### config.mk
export PLATFORM = sky130hd
export DESIGN_NAME = multi_dataflow_ctrl_fsm_flat
export DESIGN_NICKNAME = d
export VERILOG_FILES = /design/src/rtl/multi_dataflow_ctrl_fsm_pkg.sv /design/src/rtl/multi_dataflow_ctrl_fsm_if.sv /design/src/rtl/multi_dataflow_ctrl_fsm_watchdog.sv /design/src/rtl/multi_dataflow_ctrl_fsm.sv /design/src/flat_wrapper.sv
export SDC_FILE = /design/constraint.sdc
export NUM_CORES = 1
export LEC_CHECK = 0
export ABC_AREA = 1
export BUFFER_PORTS_ARGS = -buffer_cell sky130_fd_sc_hd__buf_2
export CAP_MARGIN = 40
export CELL_PAD_IN_SITES_DETAIL_PLACEMENT = 2
export CELL_PAD_IN_SITES_GLOBAL_PLACEMENT = 2
export CORE_MARGIN = 2
export CORE_UTILIZATION = 28
export DETAILED_ROUTE_END_ITERATION = 6
export PLACE_DENSITY_LB_ADDON = 0.1
export SLEW_MARGIN = 20
export SYNTH_ARGS = -nofsm -noshare
export SYNTH_HDL_FRONTEND = slang
export SYNTH_SLANG_ARGS = --single-unit
### constraint.sdc
create_clock -name clk_i -period 1.6 [get_ports clk_i]
set_input_delay 0.32 -clock clk_i [delete_from_list [all_inputs] [get_ports clk_i]]
set_output_delay 0.32 -clock clk_i [all_outputs]
set_load 0.01 [all_outputs]
### src/rtl/multi_dataflow_ctrl_fsm_pkg.sv
// Shared types and sizing for the multi_dataflow control FSM.
// Engine ctrl/flags bundles live here so engine and controller agree.
package multi_dataflow_ctrl_fsm_pkg;

   localparam int unsigned CNT_LEN = 1024;
   localparam int unsigned CNT_W   = $clog2(CNT_LEN) + 2;
   localparam int unsigned N_COEFF = 4;
   localparam int unsigned COEFF_W = 32;
   localparam int unsigned TIMEOUT = 4096;
   localparam int unsigned CFG_W   = N_COEFF * COEFF_W;

   typedef enum logic [2:0] {
      IDLE,
      START,
      COMPUTE,
      FLUSH,
      FINISH
   } ctrl_fsm_state_t;

   typedef struct packed {
      logic                              start;
      logic                              clear;
      logic [N_COEFF-1:0][COEFF_W-1:0]   coeff;
   } ctrl_engine_t;

   typedef struct packed {
      logic              ready;
      logic              done;
      logic [CNT_W-1:0]  cnt_outStream0;
   } flags_engine_t;

   typedef struct packed {
      logic [CNT_W-1:0]                  len;
      logic [N_COEFF-1:0][COEFF_W-1:0]   coeff;
   } ctrl_fsm_cfg_t;

endpackage

### src/rtl/multi_dataflow_ctrl_fsm_if.sv
// Control/flag bundle between register file, streamers, engine and FSM.
// The FSM is the slave; the surrounding HWPE logic is the master.
interface multi_dataflow_ctrl_fsm_if;
   import multi_dataflow_ctrl_fsm_pkg::*;

   logic              clear_i;
   logic              trigger_i;
   logic [CNT_W-1:0]  len_i;
   logic [CFG_W-1:0]  coeff_i;
   logic              in_ready_i;
   logic              out_ready_i;
   logic              out_done_i;
   logic              eng_ready_i;
   logic [CNT_W-1:0]  eng_cnt_i;
   logic              in_start_o;
   logic              out_start_o;
   logic              eng_start_o;
   logic              eng_clear_o;
   logic [CFG_W-1:0]  eng_coeff_o;
   logic              busy_o;
   logic              evt_done_o;
   logic              err_o;

   modport slave (
      input  clear_i, trigger_i, len_i, coeff_i,
      input  in_ready_i, out_ready_i, out_done_i,
      input  eng_ready_i, eng_cnt_i,
      output in_start_o, out_start_o, eng_start_o,
      output eng_clear_o, eng_coeff_o,
      output busy_o, evt_done_o, err_o
   );

   modport master (
      output clear_i, trigger_i, len_i, coeff_i,
      output in_ready_i, out_ready_i, out_done_i,
      output eng_ready_i, eng_cnt_i,
      input  in_start_o, out_start_o, eng_start_o,
      input  eng_clear_o, eng_coeff_o,
      input  busy_o, evt_done_o, err_o
   );

endinterface

### src/rtl/multi_dataflow_ctrl_fsm_watchdog.sv
// Loadable down-counter: reloads on kick, expires after TIMEOUT
// consecutive enabled cycles without a reload.
module multi_dataflow_watchdog #(
   parameter int unsigned TIMEOUT = 4096
) (
   input  logic clk_i,
   input  logic rst_ni,
   input  logic clear_i,
   input  logic load_i,
   input  logic en_i,
   output logic expire_o
);

   localparam int unsigned W = $clog2(TIMEOUT) + 1;
   localparam logic [W-1:0] TOP = W'(TIMEOUT - 1);

   logic [W-1:0] cnt_q;

   // reload on clear/kick, otherwise count down while enabled
   always_ff @(posedge clk_i or negedge rst_ni) begin
      if (!rst_ni) begin
         cnt_q <= TOP;
      end else if (clear_i || load_i) begin
         cnt_q <= TOP;
      end else if (en_i && cnt_q != '0) begin
         cnt_q <= cnt_q - 1'b1;
      end
   end

   assign expire_o = en_i & ~load_i & (cnt_q == '0);

endmodule

### src/rtl/multi_dataflow_ctrl_fsm.sv
// Job sequencer for the multi_dataflow engine: launch, track output
// count, wait for sink drain, then signal done (or error/abort).
module multi_dataflow_ctrl_fsm #(
   parameter int unsigned TIMEOUT = multi_dataflow_ctrl_fsm_pkg::TIMEOUT
) (
   input  logic                        clk_i,
   input  logic                        rst_ni,
   multi_dataflow_ctrl_fsm_if.slave    io
);
   import multi_dataflow_ctrl_fsm_pkg::*;

   ctrl_fsm_state_t  state_q;
   ctrl_fsm_cfg_t    cfg_q;
   logic             pending_q;
   logic             out_done_q;
   logic             err_q;
   logic             busy_q;
   logic             in_start_q;
   logic             out_start_q;
   logic             eng_start_q;
   logic             eng_clear_q;
   logic             evt_done_q;
   logic [CNT_W-1:0] cnt_q;

   logic             go;
   logic             all_rdy;
   logic             len_zero;
   logic             active;
   logic             kick;
   logic             expire;
   logic [CNT_W-1:0] len_nxt;

   assign go       = pending_q | io.trigger_i;
   assign len_nxt  = io.trigger_i ? io.len_i : cfg_q.len;
   assign len_zero = (len_nxt == '0);
   assign all_rdy  = io.in_ready_i & io.out_ready_i & io.eng_ready_i;
   assign active   = (state_q == COMPUTE) | (state_q == FLUSH);
   assign kick     = (io.eng_cnt_i != cnt_q);

   multi_dataflow_watchdog #(
      .TIMEOUT (TIMEOUT)
   ) i_wdog (
      .clk_i    (clk_i),
      .rst_ni   (rst_ni),
      .clear_i  (io.clear_i),
      .load_i   (~active | kick),
      .en_i     (active),
      .expire_o (expire)
   );

   // state register, config latch, sticky flags and registered outputs
   always_ff @(posedge clk_i or negedge rst_ni) begin
      if (!rst_ni) begin
         state_q     <= IDLE;
         cfg_q       <= '0;
         pending_q   <= 1'b0;
         out_done_q  <= 1'b0;
         err_q       <= 1'b0;
         busy_q      <= 1'b0;
         in_start_q  <= 1'b0;
         out_start_q <= 1'b0;
         eng_start_q <= 1'b0;
         eng_clear_q <= 1'b0;
         evt_done_q  <= 1'b0;
         cnt_q       <= '0;
      end else begin
         cnt_q       <= io.eng_cnt_i;
         in_start_q  <= 1'b0;
         out_start_q <= 1'b0;
         eng_start_q <= 1'b0;
         eng_clear_q <= 1'b0;
         evt_done_q  <= 1'b0;
         if (io.clear_i) begin
            state_q     <= IDLE;
            pending_q   <= 1'b0;
            out_done_q  <= 1'b0;
            err_q       <= 1'b0;
            busy_q      <= 1'b0;
            eng_clear_q <= 1'b0 | 1'b1;
         end else begin
            unique case (state_q)
               IDLE: begin
                  if (io.trigger_i) begin
                     cfg_q <= {io.len_i, io.coeff_i};
                  end
                  if (go && len_zero) begin
                     state_q     <= FINISH;
                     pending_q   <= 1'b0;
                     err_q       <= 1'b0;
                     busy_q      <= 1'b1;
                     evt_done_q  <= 1'b1;
                     eng_clear_q <= 1'b1;
                  end else if (go && all_rdy) begin
                     state_q     <= START;
                     pending_q   <= 1'b0;
                     err_q       <= 1'b0;
                     out_done_q  <= 1'b0;
                     busy_q      <= 1'b1;
                     in_start_q  <= 1'b1;
                     out_start_q <= 1'b1;
                     eng_start_q <= 1'b1;
                  end else begin
                     pending_q <= go;
                  end
               end
               START: begin
                  state_q <= COMPUTE;
               end
               COMPUTE: begin
                  if (io.out_done_i) begin
                     out_done_q <= 1'b1;
                  end
                  if (io.eng_cnt_i > cfg_q.len) begin
                     err_q <= 1'b1;
                  end
                  if (io.eng_cnt_i >= cfg_q.len) begin
                     state_q <= FLUSH;
                  end else if (expire) begin
                     state_q     <= FINISH;
                     err_q       <= 1'b1;
                     evt_done_q  <= 1'b1;
                     eng_clear_q <= 1'b1;
                  end
               end
               FLUSH: begin
                  if (io.out_done_i || out_done_q) begin
                     state_q     <= FINISH;
                     evt_done_q  <= 1'b1;
                     eng_clear_q <= 1'b1;
                  end else if (expire) begin
                     state_q     <= FINISH;
                     err_q       <= 1'b1;
                     evt_done_q  <= 1'b1;
                     eng_clear_q <= 1'b1;
                  end
               end
               FINISH: begin
                  state_q <= IDLE;
                  busy_q  <= 1'b0;
               end
               default: begin
                  state_q <= IDLE;
                  busy_q  <= 1'b0;
               end
            endcase
         end
      end
   end

   assign io.in_start_o  = in_start_q;
   assign io.out_start_o = out_start_q;
   assign io.eng_start_o = eng_start_q;
   assign io.eng_clear_o = eng_clear_q;
   assign io.eng_coeff_o = cfg_q.coeff;
   assign io.busy_o      = busy_q;
   assign io.evt_done_o  = evt_done_q;
   assign io.err_o       = err_q;

endmodule

### src/flat_wrapper.sv
// flat-port wrapper written by rule: the top's interface ports become plain ports
module multi_dataflow_ctrl_fsm_flat import multi_dataflow_ctrl_fsm_pkg::*;
#(
   parameter int unsigned TIMEOUT = multi_dataflow_ctrl_fsm_pkg::TIMEOUT
)
  (clk_i, rst_ni, io_clear_i, io_trigger_i, io_len_i, io_coeff_i, io_in_ready_i, io_out_ready_i, io_out_done_i, io_eng_ready_i, io_eng_cnt_i, io_in_start_o, io_out_start_o, io_eng_start_o, io_eng_clear_o, io_eng_coeff_o, io_busy_o, io_evt_done_o, io_err_o);
  multi_dataflow_ctrl_fsm_if io_i ();
  input  logic clk_i;
  input  logic rst_ni;
  input wire logic [$bits(io_i.clear_i)-1:0] io_clear_i;
  input wire logic [$bits(io_i.trigger_i)-1:0] io_trigger_i;
  input wire logic [$bits(io_i.len_i)-1:0] io_len_i;
  input wire logic [$bits(io_i.coeff_i)-1:0] io_coeff_i;
  input wire logic [$bits(io_i.in_ready_i)-1:0] io_in_ready_i;
  input wire logic [$bits(io_i.out_ready_i)-1:0] io_out_ready_i;
  input wire logic [$bits(io_i.out_done_i)-1:0] io_out_done_i;
  input wire logic [$bits(io_i.eng_ready_i)-1:0] io_eng_ready_i;
  input wire logic [$bits(io_i.eng_cnt_i)-1:0] io_eng_cnt_i;
  output wire logic [$bits(io_i.in_start_o)-1:0] io_in_start_o;
  output wire logic [$bits(io_i.out_start_o)-1:0] io_out_start_o;
  output wire logic [$bits(io_i.eng_start_o)-1:0] io_eng_start_o;
  output wire logic [$bits(io_i.eng_clear_o)-1:0] io_eng_clear_o;
  output wire logic [$bits(io_i.eng_coeff_o)-1:0] io_eng_coeff_o;
  output wire logic [$bits(io_i.busy_o)-1:0] io_busy_o;
  output wire logic [$bits(io_i.evt_done_o)-1:0] io_evt_done_o;
  output wire logic [$bits(io_i.err_o)-1:0] io_err_o;
  assign io_i.clear_i = io_clear_i;
  assign io_i.trigger_i = io_trigger_i;
  assign io_i.len_i = io_len_i;
  assign io_i.coeff_i = io_coeff_i;
  assign io_i.in_ready_i = io_in_ready_i;
  assign io_i.out_ready_i = io_out_ready_i;
  assign io_i.out_done_i = io_out_done_i;
  assign io_i.eng_ready_i = io_eng_ready_i;
  assign io_i.eng_cnt_i = io_eng_cnt_i;
  assign io_in_start_o = io_i.in_start_o;
  assign io_out_start_o = io_i.out_start_o;
  assign io_eng_start_o = io_i.eng_start_o;
  assign io_eng_clear_o = io_i.eng_clear_o;
  assign io_eng_coeff_o = io_i.eng_coeff_o;
  assign io_busy_o = io_i.busy_o;
  assign io_evt_done_o = io_i.evt_done_o;
  assign io_err_o = io_i.err_o;
  multi_dataflow_ctrl_fsm #(.TIMEOUT(TIMEOUT)) u_core (.clk_i(clk_i), .rst_ni(rst_ni), .io(io_i));
endmodule
==> impl_metrics.toml, run 1 <==
[final_layout]
regArea_um2 = 4400
multi_input_area_um2 = 3570
final_cells = 1452
syn_to_final_growth_pct = 38.3
drive_gt1_frac = 0.660
fill_cells = 3295
nets = 1216
final_area_um2 = 12100

[pwr]
total_power_mw = 18.3
leakagePower_nw = 6.10
powerDensity_nw_per_um2 = 1510
peakVddDrop_v = 0.000642

[clock_tree]
clock_latency_ns = 0.44
cts.path.max_buffers = 2
cts.sink_count = 175
clock-root-buffer = "clkbuf_16"
clkTransAtPathRegs_ns = 0.08
cts_made_buffers = 17
cts_max_level = 4
tritoncts = "built"

[worst_setup_path]
crit_path_start = "u_core.state_q[0]"
crit_required_ns = 1.93
cp_data_arrival_time_ns = 2.07
critPathMaxFanout = 6
critPathLaunchType = "flip-flop"
regToRegStartpoint = "u_core.state_q[0]"
r2r-end = "u_core.cfg_q[128]"
crit_path_end = "u_core.cfg_q[128]"
reg2reg_depth = 8
crit_path_end_kind = "flip-flop"
r2r_slack_ns = -0.14
critPathKind = "reg2reg"

[worst_hold_path]
hp-class = "in2reg"

[die]
die_h_um = 181
start_util = 0.285
core_area_um2 = 30700
io_pins = 295
rows = 64
fp.dieW_um = 181
die-area_um2 = 32700

[timing]
slew_viol_final = 0
setup_viol = 136
slew_headroom = 0.748
fmax_ghz = 0.575
hold_viol = 0
rsz0062_at_grt = "true"
min_period_ns = 1.74
worst_pin_slew_ns = 0.375
finClkSkew_ns = 0.0105
min_period_over_period = 1.09
setup_ws_ns = -0.140
fin_setup_tns_ns = -6.78

[logic_synthesis]
synth_fa_ha_area_frac = 0.0200
netlist_area_um2 = 8750
synthMuxAreaShare = 0.195
synth_area_leader_cell = "dfrtp_1"
mappedNetlistNets = 945
synth.top_cell.area_share = 0.466
synth.distinct_cells = 35
yosys.area_share.simple = 0.0928
synth-xor-area-share = 0.00400
synth_compound_area_frac = 0.0283
seq_area_frac_synth = 0.502
async_flop_share = 1.00
synthCells = 771
synthTopCellsByCount = "dfrtp_1 (163), buf_4 (130), nand2_1 (80), mux2_4 (68), inv_1 (64)"
synth_top_family_by_area = "multiplexers"
synth_ff_type = "dfrtp_1"
syn_avg_cell_area_um2 = 11.3
yosysMostFrequentCell = "dfrtp_1"
synth_edf_count = 0
ys_warn_count = 0
synth-seq-cells = 175
yosys-top-cells-area = "dfrtp_1 (47%), mux2_4 (12%), buf_4 (11%)"

[routing]
drt_wl_total_um = 27600
wl_per_cell_um = 19.0
ant_nets = 0
drt_iter0_markers = 179
vias_per_cell = 4.34
drt_pre_antenna_iters = 4
vias = 6299
drc = 0

[placement]
gp_congestion = 0.735
dp_slack_ns = -0.248
dp_hpwl_um = 19000
placed_cells = 1382
io_buffers = 294
place_area_um2 = 10200

[global_route]
grt_max_degree = 48
grt_pass1_vias = 7003
gr-total-overflow = 0
grt_first_pass_wirelength_um = 40900
antenna_found_initial = 5
track_usage = 0.161

[outcome]
status = "complete, but fails checks"
violations = "setup timing"

[flow_run]
max_cap_viol_count = 0
-- what timing repair did --
item / 4_1_cts / 5_1_grt
endpoints found under the setup margin: 150 / 163
gates cloned: 7 / 12
resized for setup: 83 / 95
pin swaps: 26 / 32
hold buffers: 1 / 0
buffers inserted: 9 / 9
hold endpoints to repair: 17 / 0
-- critical path: stages, from the launching register on --
cell and delay (ns):
dfrtp_1 0.39, nor2_2 0.15, nand2_2 0.09, nor2_4 0.11
buf_12 0.15, nand2_8 0.12, buf_12 0.17, buf_16 0.14
mux2_4 0.29
-- state kept, by name, summed over array words and instances (netlist names) --
signal and cells:
u_core.io.eng_coeff_o 128, u_core.i_wdog.cnt_q 13, u_core.cfg_q 12, u_core.cnt_q 12, u_core.state_q 3, u_core.io.busy_o 1, u_core.io.eng_clear_o 1, u_core.io.err_o 1
u_core.io.evt_done_o 1, u_core.io.out_start_o 1, u_core.out_done_q 1, u_core.pending_q 1
-- logic make-up after synthesis --
group	count (synthesis)
xor+xnor	4
compound gates	45
fa+ha+maj	14
buf+inv	218
simple gates	186
mux	129
flops	175
-- worst min path at each step --
| stage | from | cells past startpoint | to |
|---|---|---|---|
| finish | io_eng_cnt_i[0] | 1 | u_core.cnt_q[0] |
| global route | io_eng_cnt_i[0] | 1 | u_core.cnt_q[0] |
| CTS | io_eng_cnt_i[0] | 1 | u_core.cnt_q[0] |
| detailed placement | rst_ni | 1 | u_core.cnt_q[4] |
| global placement | rst_ni | 1 | u_core.cnt_q[4] |
| floorplan | rst_ni | 0 | u_core.cfg_q[128] |
-- metrics by stage --
step / hold slack, ns / utilization
after floorplan: 0.0244 / -
after global placement: 0.242 / 0.334
after detailed placement: 0.244 / 0.334
after CTS: 0.0220 / 0.374
after global routing: 0.0370 / 0.394
final: 0.0402 / 0.394
-- power by group --
part	internal, mW	switching (mW)	leakage (nW)
clock network	2.44	2.00	0.294
logic	3.80	3.29	3.76
registers	5.94	0.829	2.04
total	12.2	6.12	6.10
-- layout by cell type, fill, tap and decap left out, types with 12 or more instances in the layout --
| cell | count |
|---|---|
| buf_2 | 293 |
| dfrtp_1 | 162 |
| mux2_4 | 69 |
| buf_4 | 65 |
| mux2_2 | 60 |
| nand2_1 | 55 |
| inv_1 | 48 |
| nor2_1 | 34 |
| clkbuf_16 | 25 |
| inv_2 | 20 |
| nand2_2 | 20 |
| nor2_4 | 16 |
| nand3_1 | 13 |
| a21oi_2 | 12 |
| dfstp_2 | 12 |
-- metal layers --
metal,global-route usage,vias to the layer above,routed length (um)
met4,0.0532,4,456
li1,-,2936,-
met3,0.0441,27,1710
met1,0.198,3142,11600
met5,0,-,30
met2,0.273,190,13800
-- layout make-up --
type	instances	area share
tap	396	0.0410
multi-input combinational	380	0.296
antenna	2	0.000414
timing repair buffer	397	0.227
clock buffer	20	0.0378
inverter	71	0.0229
clock inverter	11	0.0120
sequential	175	0.363
(Power assumes the default switching activity.)
==> run 2, diff against run 1 <==
==> constraint.sdc (replaced) <==
create_clock -name clk_i -period 1.6 [get_ports clk_i]
set_input_delay 0.16 -clock clk_i [delete_from_list [all_inputs] [get_ports clk_i]]
set_output_delay 0.16 -clock clk_i [all_outputs]
set_load 0.01 [all_outputs]
==> run 2 against run 1 <==
The flow still finishes with violations (setup timing). Total power rose by 0.81%. Sequential cell count unchanged. Maximum frequency is 0.22% lower. Clock skew is 0.0038 ns higher. Cell area increased by 10%. Utilization rose by 4.1 points. Die area unchanged.
==> impl_metrics.toml, run 2 (synthesized netlist as in run 1, its figures left out) <==
[outcome]
status = "complete, but fails checks"
violations = "setup timing"

[timing]
min_period_over_period = 1.09
slew_viol_final = 0
whs_ns = 0.0122
setup_ws_ns = -0.144
rsz0062_at_grt = "true"
slew_headroom = 0.701
worst_pin_slew_ns = 0.447
fin_setup_tns_ns = -12.65
fmax_ghz = 0.573
hold_viol = 0
min_period_ns = 1.74
finClkSkew_ns = 0.0142
setup_viol = 148

[pwr]
powerDensity_nw_per_um2 = 1380
peakVddDrop_v = 0.000645
leakagePower_nw = 6.60

[final_layout]
nets = 1361
final_cell_mix = "buf_2 (293), dfrtp_1 (163), dlygate4sd3_1 (146)"
fin_util = 0.435
largest_reg_flops = 128
drive_gt1_frac = 0.571
final_area_um2 = 13300
syn_to_final_growth_pct = 52.5
n_antenna_cell = 0
final_cells = 1595
final_common_cell = "buf_2"

[clock_tree]
cts.path.max_buffers = 2
clock_latency_ns = 0.44
clkTransAtPathRegs_ns = 0.07
tritoncts = "built"
cts.sink_count = 175
clock-root-buffer = "clkbuf_16"
cts_max_level = 4
cts_made_buffers = 17

[routing]
vias_per_cell = 4.29
ant_nets = 0
wl_per_cell_um = 18.4
drt_iter0_markers = 180
drt_pre_antenna_iters = 4
vias = 6848
drc = 0
drt_wl_total_um = 29300

[placement]
place_area_um2 = 10200
placed_cells = 1376
dp_hpwl_um = 18600
gp_congestion = 0.717
io_buffers = 294

[worst_setup_path]
slowest_delay_ns = 0.40
critPathLaunchType = "flip-flop"
crit_slowest_cell = "dfrtp_1"
crit_required_ns = 1.92
critPathKind = "reg2reg"
crit_buf_inv = 2
cp_data_arrival_time_ns = 2.06
critPathMaxFanout = 15
crit_path_end_kind = "flip-flop"
r2r_slack_ns = -0.14
crit_chain = "nor2_2 > nand2_2 > nor2_4 > buf_6 > nand2_8 > buf_12 > mux2_4"
cp_top_family = "simple AND/OR/NAND/NOR gates"

[die]
start_util = 0.285
fp.dieW_um = 181
rows = 64
die-area_um2 = 32700
die_h_um = 181
core_area_um2 = 30700
io_pins = 295

[global_route]
grt_max_degree = 62
antenna_found_initial = 0
grt_pass1_vias = 7749
track_usage = 0.174
grt_first_pass_wirelength_um = 44700
gr-total-overflow = 0

[worst_hold_path]
hp-class = "in2reg"

[flow_run]
max_cap_viol_count = 0
-- run 2: per-stage QoR --
stage                     setup WS (ns)  total power [mW]
after global routing             -0.213              19.6
after floorplan                  0.0826              11.8
final                            -0.144              18.5
after detailed placement         -0.192              12.8
after global placement           -0.151              12.7
after CTS                        -0.101              18.0
-- run 2: path summary, 6_finish.rpt --
path,startpoint,depth (start not counted),to
setup / recovery,u_core.state_q[0],7,u_core.io.eng_coeff_o[118]
hold / removal,io_len_i[3],3,u_core.cfg_q[131]
setup reg to reg,u_core.state_q[0],7,u_core.io.eng_coeff_o[118]
hold reg to reg,u_core.io.eng_coeff_o[64],1,u_core.io.eng_coeff_o[64]
max in group asynchronous,rst_ni,3,u_core.io.eng_coeff_o[59]
min in group asynchronous,rst_ni,2,u_core.cfg_q[133]
-- run 2: power by group --
part,switching (mW),internal [mW],leakage (nW)
clock network,2.00,2.24,0.274
registers,0.915,5.95,2.05
logic,3.35,4.00,4.29
-- run 2: worst reg2reg max path, delay by kind of cell (launching register included) --
family	cells	cell delay (ns)
buffers and inverters	2	0.39
flip-flops	1	0.40
multiplexers	1	0.31
AND/OR/NAND/NOR	4	0.53
-- run 2: routing by layer --
layer  vias up  GRT usage  routed length, um
li1       3227          -                  -
met1      3395      0.212              12400
met2       197      0.310              15000
met3        29     0.0399               1530
met4         0     0.0455                426
met5         -          0                  0
-- run 2: repair_timing --
item	4_1_cts	5_1_grt
cloned	3	11
endpoints found under the hold margin	308	0
pin swaps	22	33
gates resized for setup	75	84
setup endpoints to repair	153	160
setup buffers	14	15
hold buffers	146	0
-- run 2: area by class of cell --
cell class                      instances  area, um2
Sequential cell                       175       4390
Timing Repair Buffer                  541       4100
Inverter                               71        274
Clock buffer                           20        447
Clock inverter                         11        123
Tap cell                              396        495
Multi-Input combinational cell        381       3510
Fill cell                            3185      17300
==> run 3, diff against run 2 <==
--- a/config.mk
+++ b/config.mk
@@ -5,13 +5,12 @@
 export SDC_FILE = /design/constraint.sdc
 export NUM_CORES = 1
 export LEC_CHECK = 0
-export ABC_AREA = 1
 export BUFFER_PORTS_ARGS = -buffer_cell sky130_fd_sc_hd__buf_2
 export CAP_MARGIN = 40
 export CELL_PAD_IN_SITES_DETAIL_PLACEMENT = 2
 export CELL_PAD_IN_SITES_GLOBAL_PLACEMENT = 2
 export CORE_MARGIN = 2
-export CORE_UTILIZATION = 28
+export CORE_UTILIZATION = 29
 export DETAILED_ROUTE_END_ITERATION = 6
 export PLACE_DENSITY_LB_ADDON = 0.1
 export SLEW_MARGIN = 20
==> run 3 against run 2 <==
Maximum frequency fell by 11%. The flow still finishes with violations (setup timing). Utilization rose by 2.3 points. Sequential share of layout area rose by 1.4 points. Global-route usage rose by 2.9 points. Clock skew barely moved. Routed wire length rose by 1.5%. Clock-buffer cell count fell by 2. Cell area fell by 4.1%.
==> impl_metrics.toml, run 3 <==
[outcome]
status = "complete, but fails checks"
violations = "setup timing"

[worst_setup_path]
crit_buf_inv = 2
slowest_delay_ns = 0.57
critPathKind = "reg2reg"
crit_required_ns = 1.96
cp_top_family = "simple AND/OR/NAND/NOR gates"
crit_path_start = "u_core.i_wdog.cnt_q[6]"
critPathLaunchType = "flip-flop"
cp_data_arrival_time_ns = 2.32
crit_slowest_cell = "or4_4"
crit_path_end_kind = "flip-flop"
crit_chain = "or4_4 > nor2_4 > buf_4 > buf_6 > nand3_2 > or3_4 > a21boi_2"
regToRegStartpoint = "u_core.i_wdog.cnt_q[6]"
critPathMaxFanout = 3

[clock_tree]
clock_latency_ns = 0.43
cts.path.max_buffers = 2
cts_made_buffers = 17
tritoncts = "built"
clock-root-buffer = "clkbuf_16"
cts.sink_count = 175
clkTransAtPathRegs_ns = 0.08
cts_max_level = 4

[final_layout]
nets = 1234
largest_reg_flops = 128
final_common_cell = "buf_2"
drive_gt1_frac = 0.582
syn_to_final_growth_pct = 55.1
final_cell_mix = "buf_2 (293), dfrtp_1 (163), dlygate4sd3_1 (150)"
final_cells = 1456

[global_route]
antenna_found_initial = 5
grt_max_degree = 67
gr-total-overflow = 0
grt_pass1_vias = 7755
track_usage = 0.203
grt_first_pass_wirelength_um = 46800

[logic_synthesis]
syn_avg_cell_area_um2 = 12.8
async_flop_share = 1.00
synthTopCellsByCount = "dfrtp_1 (163), mux2_2 (133), buf_4 (132)"
yosys-top-cells-area = "dfrtp_1 (49%), mux2_2 (18%), buf_4 (12%)"
seq_area_frac_synth = 0.533
mappedNetlistNets = 819
synth.distinct_cells = 47
netlist_area_um2 = 8250
yosysMostFrequentCell = "dfrtp_1"
synthCells = 645
synth.top_cell.area_share = 0.494
synth_area_leader_cell = "dfrtp_1"
synth_ff_type = "dfrtp_1"
ys_warn_count = 0
synth_edf_count = 0
synth-seq-cells = 175

[timing]
min_period_over_period = 1.22
fin_setup_tns_ns = -31.13
setup_ws_ns = -0.358
rsz0062_at_grt = "true"
worst_pin_slew_ns = 0.632
slew_viol_final = 0
min_period_ns = 1.96
slew_headroom = 0.578
hold_viol = 0
fmax_ghz = 0.511
finClkSkew_ns = 0.0147
setup_viol = 162

[pwr]
powerDensity_nw_per_um2 = 1340
leakagePower_nw = 6.06
peakVddDrop_v = 0.000494

[flow_run]
max_cap_viol_count = 0

[die]
start_util = 0.295
die_h_um = 173
core_area_um2 = 27900
die-area_um2 = 29800
fp.dieW_um = 173
rows = 61
io_pins = 295

[routing]
vias_per_cell = 4.41
drt_wl_total_um = 29800
drc = 0
wl_per_cell_um = 20.5
ant_nets = 0
drt_pre_antenna_iters = 4
drt_iter0_markers = 111
vias = 6416

[placement]
dp_hpwl_um = 17400
io_buffers = 294
placed_cells = 1222
gp_congestion = 0.796

[worst_hold_path]
hp-class = "in2async"
[run 3: cell count changes in the layout (fill, tap and decap cells not counted), sizes merged, moves of 6 or more]
cell / before / now
buf: 387 / 393
nor2: 59 / 20
o21ai: 19 / 12
xor2: 1 / 13
clkbuf: 28 / 19
nand2: 85 / 23
nor4: 1 / 9
inv: 78 / 28
nand3: 26 / 7
mux2: 129 / 141
[run 3: cell families after synthesis]
family / share of synthesized area
buf+inv: 0.146
compound gates: 0.0290
xor+xnor: 0.0202
fa+ha+maj: 0.0212
mux: 0.192
flops: 0.533
simple gates: 0.0588
[run 3: final timing paths]
path	end	slack, ns	cells after the start
max reg2reg	u_core.i_wdog.cnt_q[12]	-0.36	7
min in group clk_i	u_core.cfg_q[131]	0.06	3
max in group asynchronous	u_core.io.eng_coeff_o[69]	0.95	3
min reg2reg	u_core.io.eng_coeff_o[112]	0.50	1
min	u_core.cnt_q[0]	0.06	2
max	u_core.i_wdog.cnt_q[12]	-0.36	7
[run 3: metal layers]
metal,part of all wire,global-route usage,vias up,wire [um]
li1,-,-,2923,-
met1,0.39,0.232,3228,11600
met2,0.53,0.369,218,15900
met3,0.049,0.0468,47,1470
met4,0.029,0.0777,0,869
met5,0,0,-,0
[run 3: per-stage QoR]
stage / total power, mW / instance area [um2] / utilization / hold slack [ns] / worst slack [ns]
final: 17.2 / 12800 / 0.458 / 0.0566 / -0.358
after global routing: 18.2 / 12800 / 0.458 / 0.0509 / -0.422
after CTS: 17.2 / 12800 / 0.458 / 0.0341 / -0.308
after detailed placement: 11.8 / 9620 / 0.344 / -0.0446 / -0.376
after global placement: 11.5 / 9620 / 0.344 / -0.0445 / -0.339
after floorplan: 10.9 / 8310 / - / -0.136 / -0.214
[run 3: report_power, final]
| part | total [mW] | switching (mW) | internal, mW |
|---|---|---|---|
| logic | 6.31 | 2.94 | 3.37 |
| registers | 6.70 | 0.859 | 5.85 |
| clock network | 4.16 | 2.08 | 2.09 |
[run 3: what timing repair did]
action                                 CTS  global route
cloned                                  23             1
hold buffers                           150             0
setup buffers                           23            13
gates resized for setup                 63            44
pin swaps                               14            11
setup endpoints to repair              162           163
endpoints found under the hold margin  312             0
[run 3: cell type report]
type	instances	area [um2]
repair buffers	544	4270
flip-flops and latches	175	4390
well taps	378	473
fillers	2836	15100
clock inverters	14	141
diodes	5	12.5
multi-input cells	303	3000
clock buffers	18	429
inverters	19	71.3
